===== config.mk =====
export PLATFORM = sky130hd
export DESIGN_NAME = uart_tx_queue
export DESIGN_NICKNAME = d
export VERILOG_FILES = /design/src/rtl/uart_pkg.sv /design/src/rtl/uart_tx_queue_fifo.sv /design/src/rtl/uart_tx_queue.sv
export SDC_FILE = /design/constraint.sdc
export NUM_CORES = 1
export LEC_CHECK = 0
export BUFFER_PORTS_ARGS = -buffer_cell sky130_fd_sc_hd__buf_2
export CELL_PAD_IN_SITES_DETAIL_PLACEMENT = 0
export CELL_PAD_IN_SITES_GLOBAL_PLACEMENT = 1
export CORE_ASPECT_RATIO = 0.7
export CORE_MARGIN = 1.5
export CORE_UTILIZATION = 50
export CTS_BUF_LIST = sky130_fd_sc_hd__clkbuf_8
export DETAILED_ROUTE_END_ITERATION = 8
export PLACE_DENSITY = 0.86
export SYNTH_ARGS = -nofsm -noshare
export SYNTH_HDL_FRONTEND = slang
export SYNTH_SLANG_ARGS = --single-unit

===== constraint.sdc =====
create_clock -name clk -period 7 [get_ports clk]
set_input_delay 1.05 -clock clk [delete_from_list [all_inputs] [get_ports clk]]
set_output_delay 1.05 -clock clk [all_outputs]
set_load 0.02 [all_outputs]

===== src/rtl/uart_pkg.sv =====
// Shared definitions for the UART TX byte queue.
//   UART_DATA_W : default byte width, must match the UART txin width
//   txq_state_t : TX queue FSM state encoding
package uart_pkg;
  localparam int UART_DATA_W = 8;

  typedef enum logic [1:0] {
    TXQ_IDLE,
    TXQ_LOAD,
    TXQ_BUSY,
    TXQ_GAP
  } txq_state_t;
endpackage


===== src/rtl/uart_tx_queue_fifo.sv =====
// sync_fifo: single-clock FIFO with a registered read port.
//   clk, rst      : clock, async active-high reset (pointers/count cleared)
//   wr_en/wr_data : write request; ignored while full
//   rd_en/rd_data : read request; rd_data is valid the cycle after rd_en
//   full/empty    : occupancy flags
//   count         : current occupancy, 0..DEPTH
// DEPTH must be a power of two so the pointers wrap naturally.
module sync_fifo #(
  parameter int DEPTH  = 16,
  parameter int DATA_W = 8
) (
  input  logic                     clk,
  input  logic                     rst,
  input  logic                     wr_en,
  input  logic [DATA_W-1:0]        wr_data,
  input  logic                     rd_en,
  output logic [DATA_W-1:0]        rd_data,
  output logic                     full,
  output logic                     empty,
  output logic [$clog2(DEPTH):0]   count
);
  localparam int AW = $clog2(DEPTH);

  logic [DATA_W-1:0] mem [DEPTH];
  logic [AW-1:0]     wr_ptr, rd_ptr;
  logic              do_wr, do_rd;

  // A write while full is dropped even if a read happens on the same edge.
  assign do_wr = wr_en && !full;
  assign do_rd = rd_en && !empty;
  assign full  = (count == (AW+1)'(DEPTH));
  assign empty = (count == '0);

  // Storage has no reset; entries are only read after being written.
  always_ff @(posedge clk) begin
    if (do_wr) mem[wr_ptr] <= wr_data;
  end

  always_ff @(posedge clk or posedge rst) begin
    if (rst) begin
      wr_ptr  <= '0;
      rd_ptr  <= '0;
      rd_data <= '0;
      count   <= '0;
    end else begin
      if (do_wr) wr_ptr <= wr_ptr + 1'b1;
      if (do_rd) begin
        rd_ptr  <= rd_ptr + 1'b1;
        rd_data <= mem[rd_ptr];
      end
      case ({do_wr, do_rd})
        2'b10:   count <= count + 1'b1;
        2'b01:   count <= count - 1'b1;
        default: count <= count;
      endcase
    end
  end
endmodule


===== src/rtl/uart_tx_queue.sv =====
// uart_tx_queue: byte queue feeding the UART TX start/txin pair.
//   clk, rst  : clock, async active-high reset
//   in_valid/in_data/in_ready : host byte handshake (in_ready = !full)
//   start     : one-cycle pulse to the UART, coincident with the new txin
//   txin      : byte to the UART, held until the next frame is loaded
//   txdone    : UART frame-complete strobe (only honoured while BUSY)
//   busy      : FSM not idle
//   empty     : FIFO holds no bytes
// Optional feature macro UART_TXQ_STATUS_EN adds:
//   level     : current FIFO occupancy
//   ovf       : sticky flag, set on a write attempted while full
module uart_tx_queue
  import uart_pkg::*;
#(
  parameter int DEPTH      = 16,
  parameter int DATA_W     = UART_DATA_W,
  parameter int GAP_CYCLES = 16
) (
  input  logic                   clk,
  input  logic                   rst,
  input  logic                   in_valid,
  input  logic [DATA_W-1:0]      in_data,
  output logic                   in_ready,
  output logic                   start,
  output logic [DATA_W-1:0]      txin,
  input  logic                   txdone,
  output logic                   busy,
  output logic                   empty
`ifdef UART_TXQ_STATUS_EN
  ,
  output logic [$clog2(DEPTH):0] level,
  output logic                   ovf
`endif
);
  localparam int GW = (GAP_CYCLES > 1) ? $clog2(GAP_CYCLES) : 1;

  txq_state_t             state, state_nx;
  logic [GW-1:0]          gap_cnt;
  logic                   pop;
  logic                   fifo_full, fifo_empty;
  logic [DATA_W-1:0]      fifo_rd;
  logic [$clog2(DEPTH):0] fifo_count;
  logic [DATA_W-1:0]      txin_q;
  logic                   start_q;

  sync_fifo #(.DEPTH(DEPTH), .DATA_W(DATA_W)) u_fifo (
    .clk     (clk),
    .rst     (rst),
    .wr_en   (in_valid),
    .wr_data (in_data),
    .rd_en   (pop),
    .rd_data (fifo_rd),
    .full    (fifo_full),
    .empty   (fifo_empty),
    .count   (fifo_count)
  );

  assign in_ready = !fifo_full;
  assign empty    = fifo_empty;
  assign busy     = (state != TXQ_IDLE);
  assign start    = start_q;
  assign txin     = txin_q;

  always_comb begin
    state_nx = state;
    pop      = 1'b0;
    unique case (state)
      TXQ_IDLE: if (!fifo_empty) begin
        pop      = 1'b1;
        state_nx = TXQ_LOAD;
      end
      TXQ_LOAD: state_nx = TXQ_BUSY;
      TXQ_BUSY: if (txdone) state_nx = TXQ_GAP;
      TXQ_GAP:  if (gap_cnt == GW'(GAP_CYCLES - 1)) state_nx = TXQ_IDLE;
      default:  state_nx = TXQ_IDLE;
    endcase
  end

  // The FIFO read data lands during LOAD; txin and start are registered
  // together on the LOAD->BUSY edge so the UART sees the byte and the
  // strobe in the same cycle (two cycles after the push edge).
  always_ff @(posedge clk or posedge rst) begin
    if (rst) begin
      state   <= TXQ_IDLE;
      gap_cnt <= '0;
      txin_q  <= '0;
      start_q <= 1'b0;
    end else begin
      state   <= state_nx;
      start_q <= (state == TXQ_LOAD);
      if (state == TXQ_LOAD) txin_q <= fifo_rd;
      if (state == TXQ_BUSY && txdone) gap_cnt <= '0;
      else if (state == TXQ_GAP)       gap_cnt <= gap_cnt + 1'b1;
    end
  end

`ifdef UART_TXQ_STATUS_EN
  assign level = fifo_count;

  always_ff @(posedge clk or posedge rst) begin
    if (rst)                        ovf <= 1'b0;
    else if (in_valid && !in_ready) ovf <= 1'b1;
  end
`else
  logic unused_count;
  assign unused_count = ^fifo_count;
`endif
endmodule

; Word-level counts from Yosys, hierarchy flattened
; Memory sizes are Yosys's and may differ from the RTL's. A register that Yosys moved wholly into a read port is not among the register bits.
; Index checks and enable logic that the tools add are counted.
[totals]
regBits = 28
latchBits = 0
ram_bits = 128
rom_bits = 0
out_inout_bits = 12
memories = 1
[op_classes]
addsub = 5
multipliers = 0
div_mod_pow = 0
magnitude_cmp = 0
eq_ne = 10
n_shift = 0
muxes = 11
bitwise_logic = 0
reduce_logical = 11
[mem_list]
columns = memory, words, word_bits, rd, rd_clocked_by_memory_dff, write_ports, line_no
row1 = u_fifo.mem, 16, 8, 1, 1, 1, uart_tx_queue_fifo.sv:24  ; logic [DATA_W-1:0] mem [DEPTH];
[ops]
columns = operator, count
row1 = $add 4x1->4 const B, 3
row2 = $pmux 5 s2, 1
row3 = $mux 4, 2
row4 = $pmux 2 s4, 1
row5 = $eq 2x2->1 const B, 3
row6 = $mux 2, 3
row7 = $ne 2x2->1 const B, 3
row8 = $reduce_bool 2->1, 3
row9 = $add 5x1->5 const B, 1
row10 = $eq 5x5->1 const B, 1
row11 = $logic_not 5->1, 1
row12 = $sub 5x1->5 const B, 1
row13 = $eq 2x1->1 const B, 2
row14 = $eq 4x4->1 const B, 1
row15 = $mux 1, 4
row16 = $logic_and 1x1->1, 3
row17 = $reduce_and 3->1, 1
row18 = $logic_not 1->1, 2
row19 = $logic_not 2->1, 1

; Depth between registers and ports, before layout
; Gate-level depths: netlist of the first run.
[logic_depth]
word_depth = 6
ltp_mapped = 13
depth_no_buf = 11

; Hierarchy
; From an unflattened synthesis of the first run, not the netlist that was laid out.
[unflattened]
hier_cells = 369
hier_area_um2 = 6630.1
[by_module_without_submodules]
columns = mod, instances, cells_each, area_each_um2, seq_area_each_um2
row1 = sync_fifo, 1, 317, 5953.2, 4369.2
row2 = uart_tx_queue, 1, 52, 676.9, 375.4

; Worst setup path before layout of the first run
; Ideal clock, no wire load.
[synth_path]
kind = input to register
start = input port in_valid
end = register u_fifo.count[4]
setup_time_ns = 0.123
arrival_time_ns = 2.656
required_time_ns = 6.877
path_slack_ns = 4.221
stages = 10
path_buffers = 1
path_cell_list = a21boi_2 -> inv_1 -> ha_1 -> clkbuf_1 -> xor2_1 -> ha_1 -> and3b_1 -> o21ai_0 -> a31oi_1 -> xnor2_1
[synth_between]
elab_chain_cells = 3
word_cells_on_any_way = 5
classes_between = 2 x eq/ne / 1 x mux / 2 x reduce/logical
[synth_lines]
columns = element, line_no
row1 = "start, declared", uart_tx_queue.sv:21  ; input logic in_valid,
row2 = $logic_and 1x1->1 (*), uart_tx_queue_fifo.sv:29  ; assign do_wr = wr_en && !full;
row3 = $eq 2x1->1 / $eq 2x2->1 (equally long branches), uart_tx_queue_fifo.sv:51  ; case ({do_wr, do_rd})
row4 = $pmux 5 s2 / $reduce_bool 2->1 (equally long branches), n/a
row5 = "end signal, assigned", uart_tx_queue_fifo.sv:52  ; 2'b10: count <= count + 1'b1;
row6 = "end signal, assigned", uart_tx_queue_fifo.sv:53  ; 2'b01: count <= count - 1'b1;
row7 = "end signal, assigned", uart_tx_queue_fifo.sv:54  ; default: count <= count;
row8 = "end, declared", uart_tx_queue_fifo.sv:20  ; output logic [$clog2(DEPTH):0] count
; Every way passes the cells marked *; elsewhere a longest branch is shown, timed or not.
; A chain may end at the register's enable or synchronous reset.

; Worst setup path in the final report of the first run
[layout_path]
start = register u_fifo.count[0]
end = output port empty
[layout_between]
elab_chain_cells = 1
[layout_lines]
columns = element, line_no
row1 = $logic_not 5->1, uart_tx_queue_fifo.sv:32  ; assign empty = (count == '0);
row2 = "end, declared", uart_tx_queue.sv:28  ; output logic empty
; No other way between the ends.

==> flow_metrics.env, run 1 <==
export IMPL_post_cts_repair_setup_buffers=0
export IMPL_cts_buffers=17
export IMPL_crit_family="simple AND/OR/NAND/NOR gates"
export IMPL_drc_errors=0
export IMPL_final_util_pct=56.4
export IMPL_rr_endpoint="u_fifo.count[4]"
export IMPL_irDropWorstVdd_v=0.000190
export IMPL_syn_area_um2=6700
export IMPL_reg2reg_setup_slack_ps=4220
export IMPL_grt_max_degree=37
export IMPL_hold_buffers=0
export IMPL_relSlewSlack_pct=19.5
export IMPL_cp_max_fo=6
export IMPL_clkSinkCount=164
export IMPL_cp_data_arrival_time_ps=1770
export IMPL_required_ps=5950
export IMPL_setup_viol=0
export IMPL_via_per_inst=5.75
export IMPL_cts_tree="done"
export IMPL_ant_nets=0
export IMPL_holdPathEnd="txin[1]"
export IMPL_drt_met1_wl_um=6030
export IMPL_rsz0062_at_grt="no"
export IMPL_highest_layer="met4"
export IMPL_drive_gt1_share_pct=25.2
export IMPL_n_antenna_cell=0
export IMPL_hold_violations=0
export IMPL_total_power_mw=3.09
export IMPL_htree_levels=4
export IMPL_power_leakage_nw=2.56
export IMPL_grt_pass1_wl_um=19000
export IMPL_post_cts_resized=0
export IMPL_drt_wl_total_um=12100
export IMPL_drt_iter0_drc=287
export IMPL_grt_pass1_vias=3272
export IMPL_antenna_found_initial=0
export IMPL_chipHeight_um=99.8
export IMPL_rows=35
export IMPL_seq_area_frac_synth_pct=70.8
export IMPL_hp_start="txin[1]"
export IMPL_hp_class="flip-flop to flip-flop"
export IMPL_wl_met3_um=909
export IMPL_final_cells=567
export IMPL_drv_slew=0
export IMPL_final_cell_mix="128 x edfxtp_1, 34 x dfrtp_1, 23 x buf_2"
export IMPL_synth_seq_cells=164
export IMPL_rr_worst_depth=12
export IMPL_gp_congestion=0.812
export IMPL_core_area_um2=13100
export IMPL_tightest_slew_ps=1200
export IMPL_wire_per_inst_um=21.4
export IMPL_area_growth_pct=10.2
export IMPL_grt_usage_pct=19.2
export IMPL_critical_path_class="flip-flop to primary output"
export IMPL_clk_latency_ps=440
export IMPL_synth_cell_types=40
export IMPL_dieArea_um2=14100
export IMPL_clk_path_buf_depth=2
export IMPL_powerDensity_nw_per_um2=419
export IMPL_worstPathCellList="or4_4 -> nor2_1 -> buf_2"
export IMPL_cts_root_buf="clkbuf_8"
export IMPL_die_w_um=141
export IMPL_ios=24
export IMPL_status="finished, final reports clean"
export IMPL_start_util_pct=51.2
export IMPL_path_clk_slew_ps=90
export IMPL_final_common_cell="edfxtp_1"
export IMPL_fin_crit_sh_pct=40.3
export IMPL_max_freq_mhz=355
export IMPL_overflow=0
export IMPL_num_vias=3258
export IMPL_cp_slowest_cell="or4_4"
export IMPL_end_kind="primary output"
export IMPL_final_nets=414
export IMPL_period_minus_slack_ps=2820
export IMPL_maxCapViolations=0
export IMPL_startpoint_type="flip-flop"
export IMPL_fin_skew_ps=10.1
export IMPL_syn_area_per_cell_um2=18.5
export IMPL_min_path_cells=1
export IMPL_drtPass1Iterations=5
export IMPL_worstReg2RegStart="state[1]"
export IMPL_synthCells=362
export IMPL_yosysWarnings=0
export IMPL_max_stage_delay_ps=590
export IMPL_wl_met2_um=5070
export IMPL_placedCellCount=535
export IMPL_finalSetupTns_ps=0
export IMPL_synthesis_nets=388
export IMPL_io_buffer_count=23
export IMPL_hpwl_um=7930
export IMPL_crit_buf_inv=1
export IMPL_nFillCells=980
power by group:
part | total, mW | internal, mW | switching, mW | leakage (nW)
sequential | 1.40 | 1.23 | 0.165 | 1.57
clock | 0.750 | 0.421 | 0.330 | 0.218
combinational | 0.943 | 0.450 | 0.493 | 0.774
area by class of cell:
cell class	instances	area (µm²)	share of cell area (%)
Clock buffer	17	234	3.17
Clock inverter	15	211	2.87
Inverter	8	30.0	0.407
Multi-Input combinational cell	171	1810	24.6
Sequential cell	164	4750	64.3
Tap cell	166	208	2.81
Timing Repair Buffer	26	138	1.87
metal layers:
layer | GRT usage [%] | vias to the layer above
met5 | 0 | -
met4 | 5.29 | 0
met3 | 4.91 | 11
met2 | 26.0 | 94
met1 | 30.7 | 1673
li1 | - | 1480
synth_stat cells, drive strengths merged:
cell             n  area [µm²]
and3b            1        8.76
a31o             1        8.76
clkbuf           4        15.0
o21ai            3        15.0
nand3b           1        7.51
a21oi           18        90.1
nand2b           4        25.0
ha              14         175
a32oi            1        8.76
nand4            3        18.8
nor2            15        56.3
o22ai           17         106
nor3             4        20.0
nor4b            1        8.76
nor2b            2        12.5
a22oi            1        7.51
nor4             1        12.5
mux2            18         203
xnor2            8        70.1
a21boi           1        11.3
buf             14        86.3
inv              8        30.0
nand2            9        33.8
a31oi            1        6.26
or4              1        11.3
a21o             1        7.51
or2              2        12.5
nand3            1        5.00
mux4            32         769
o31ai            1        7.51
clkdlybuf4s15    1        10.0
xor2             7        61.3
o211ai           1        21.3
mux2i            1        10.0
edfxtp         128        3840
dfrtp           36         901
worst reg2reg max path: cells and delay by family, from the launching register on:
family	cells	cell delay [ps]
compound gates	3	410
buf+inv	3	480
xor+xnor	2	360
fa+ha+maj	3	890
simple gates	1	160
flops	1	410
worst max-delay path by stage:
stage,startpoint,to,cells after the start
finish,u_fifo.count[0],empty,3
global route,state[1],u_fifo.count[4],12
CTS,u_fifo.count[0],empty,3
detailed placement,in_valid,u_fifo.mem[2][0],4
global placement,in_valid,u_fifo.mem[3][1],4
floorplan,in_valid,u_fifo.count[4],10
registers in the layout (all words and copies together), names as in the netlist:
name,flops
u_fifo.mem,128
gap_cnt,4
start,1
u_fifo.rd_data,8
u_fifo.rd_ptr,4
state,2
u_fifo.count,5
txin,8
u_fifo.wr_ptr,4
cells by family (layout without fill, tap and decap cells):
group | count (synthesis) | count (layout) | share of synthesized area, %
xor+xnor | 15 | 15 | 1.96
simple gates | 45 | 45 | 3.47
flops | 164 | 164 | 70.8
compound gates | 46 | 46 | 4.33
mux | 51 | 51 | 14.7
fa+ha+maj | 14 | 14 | 2.62
buf+inv | 27 | 66 | 2.11
per-stage QoR:
step	hold WS, ps	setup slack (ps)	instance area (µm²)
floorplan	480	4220	6700
detailed placement	491	3880	6930
global route	524	3950	7380
global placement	485	3930	6930
CTS	509	4150	7380
finish	505	4180	7380
No activity file was read; power rests on OpenSTA's default activity.
==> inputs of run 2 (changes only) <==
==> constraint.sdc (replaced) <==
create_clock -name clk -period 2.77 [get_ports clk]
set_input_delay 0.4155 -clock clk [delete_from_list [all_inputs] [get_ports clk]]
set_output_delay 0.4155 -clock clk [all_outputs]
set_load 0.02 [all_outputs]
==> run 2 against run 1 <==
Against the previous run: combinational power increased to 2.7 times the previous value; via count increased by 3.1%; cell count increased by 4.6%; sequential share of layout area decreased by 0.99 points; first-iteration DRC count decreased by 17%; sequential power increased to 2.5 times the previous value; die area unchanged; largest power group unchanged; highest routed layer unchanged.
==> flow_metrics.env, run 2 (synthesized netlist as in run 1, its figures left out) <==
export IMPL_clk_latency_ps=450
export IMPL_via_per_inst=5.66
export IMPL_overflow=0
export IMPL_nFillCells=982
export IMPL_drt_iter0_drc=237
export IMPL_power_leakage_nw=2.66
export IMPL_hp_class="primary input to asynchronous set/reset pin"
export IMPL_ant_nets=0
export IMPL_clkSinkCount=164
export IMPL_htree_levels=4
export IMPL_grt_use_met3_pct=4.96
export IMPL_cp_data_arrival_time_ps=2870
export IMPL_final_cell_mix="128 x edfxtp_1, 35 x dfrtp_1, 28 x buf_4"
export IMPL_core_area_um2=13100
export IMPL_clk_path_buf_depth=2
export IMPL_grt_pass1_vias=3488
export IMPL_max_freq_mhz=402
export IMPL_maxCapViolations=0
export IMPL_grt_pass1_wl_um=19600
export IMPL_irDropWorstVdd_v=0.000476
export IMPL_cp_max_fo=21
export IMPL_cts_buffers=17
export IMPL_drv_slew=0
export IMPL_rsz0062_at_grt="no"
export IMPL_tightest_slew_ps=807
export IMPL_startpoint_type="flip-flop"
export IMPL_met2_usage_pct=29.6
export IMPL_top_register="u_fifo.mem"
export IMPL_final_common_cell="edfxtp_1"
export IMPL_cts_root_buf="clkbuf_8"
export IMPL_antenna_found_initial=0
export IMPL_final_cells=593
export IMPL_io_buffer_count=23
export IMPL_largest_reg_flops=128
export IMPL_start_util_pct=51.2
export IMPL_n_antenna_cell=0
export IMPL_period_minus_slack_ps=2490
export IMPL_finalSetupTns_ps=0
export IMPL_multiInputGateArea_um2=1820
export IMPL_drive_gt1_share_pct=30.0
export IMPL_powerDensity_nw_per_um2=1010
export IMPL_dieArea_um2=14100
export IMPL_setup_viol=0
export IMPL_rows=35
export IMPL_drc_errors=0
export IMPL_grt_busiest_layer="met2"
export IMPL_use_met1_pct=28.1
export IMPL_placedCellCount=560
export IMPL_num_vias=3358
export IMPL_wire_per_inst_um=21.0
export IMPL_area_growth_pct=11.9
export IMPL_grt_max_degree=31
export IMPL_hold_violations=0
export IMPL_end_kind="flip-flop"
export IMPL_fin_crit_sh_pct=89.8
export IMPL_cts_tree="done"
export IMPL_gp_congestion=0.836
export IMPL_grt_usage_pct=19.4
export IMPL_relSlewSlack_pct=46.1
export IMPL_ios=24
export IMPL_hpwl_um=8620
export IMPL_status="finished, final reports clean"
export IMPL_chipHeight_um=99.8
export IMPL_final_nets=440
export IMPL_fin_skew_ps=14.8
export IMPL_whs_ps=107
export IMPL_hold_buffers=0
export IMPL_required_ps=3150
export IMPL_drt_wl_total_um=12400
export IMPL_path_clk_slew_ps=90
export IMPL_critical_path_class="flip-flop to flip-flop"
export IMPL_rr_worst_depth=9
export IMPL_drtPass1Iterations=4
export IMPL_regArea_um2=4750
export IMPL_die_w_um=141
[run 2: what timing repair did]
item / 4_1_cts / 5_1_grt
resized for setup: 0 / 1
endpoints found under the setup margin: 0 / 1
buffers inserted: 0 / 1
[run 2: final timing paths]
check	slack [ps]	start	end
min reg2reg	510	txin[1]	txin[1]
max	280	state[1]	u_fifo.count[3]
min	110	rst	txin[5]
max reg2reg	280	state[1]	u_fifo.count[3]
max in group asynchronous	1950	rst	u_fifo.wr_ptr[1]
min in group clk	190	txdone	gap_cnt[0]
[run 2: where the power goes]
part,leakage (nW),total [mW],internal [mW],switching [mW]
Clock,0.170,1.51,0.623,0.890
Combinational,0.918,2.55,1.25,1.31
Sequential,1.57,3.51,3.11,0.396
[run 2: cell type report]
class,instances,area share [%]
tap,166,2.77
clock buffer,17,3.12
inverter,8,0.401
sequential,164,63.3
clock inverter,15,1.47
multi-input combinational,171,24.3
timing repair buffer,52,4.61
[run 2: through the flow]
stage	util, %	power [mW]	setup slack (ps)	instance area (µm²)
after floorplan	-	5.36	150	6700
after CTS	57.1	7.61	137	7480
final	57.2	7.57	284	7490
after detailed placement	54.5	6.11	178	7130
after global placement	54.5	5.99	370	7130
after global routing	57.2	7.98	19.1	7490
[run 2: layer usage]
layer  wire [µm]  vias up
met5           0        -
met4         133        0
met3        1060       11
met2        5760      111
met1        5490     1699
li1            -     1537
[run 2: critical path: stages (launching register included)]
cell and delay [ps]:
dfrtp_1 420, inv_1 140, ha_1 290, inv_1 80, a21oi_1 180, buf_4 280
ha_1 340, or2_2 330, o22ai_1 200, xor2_1 160
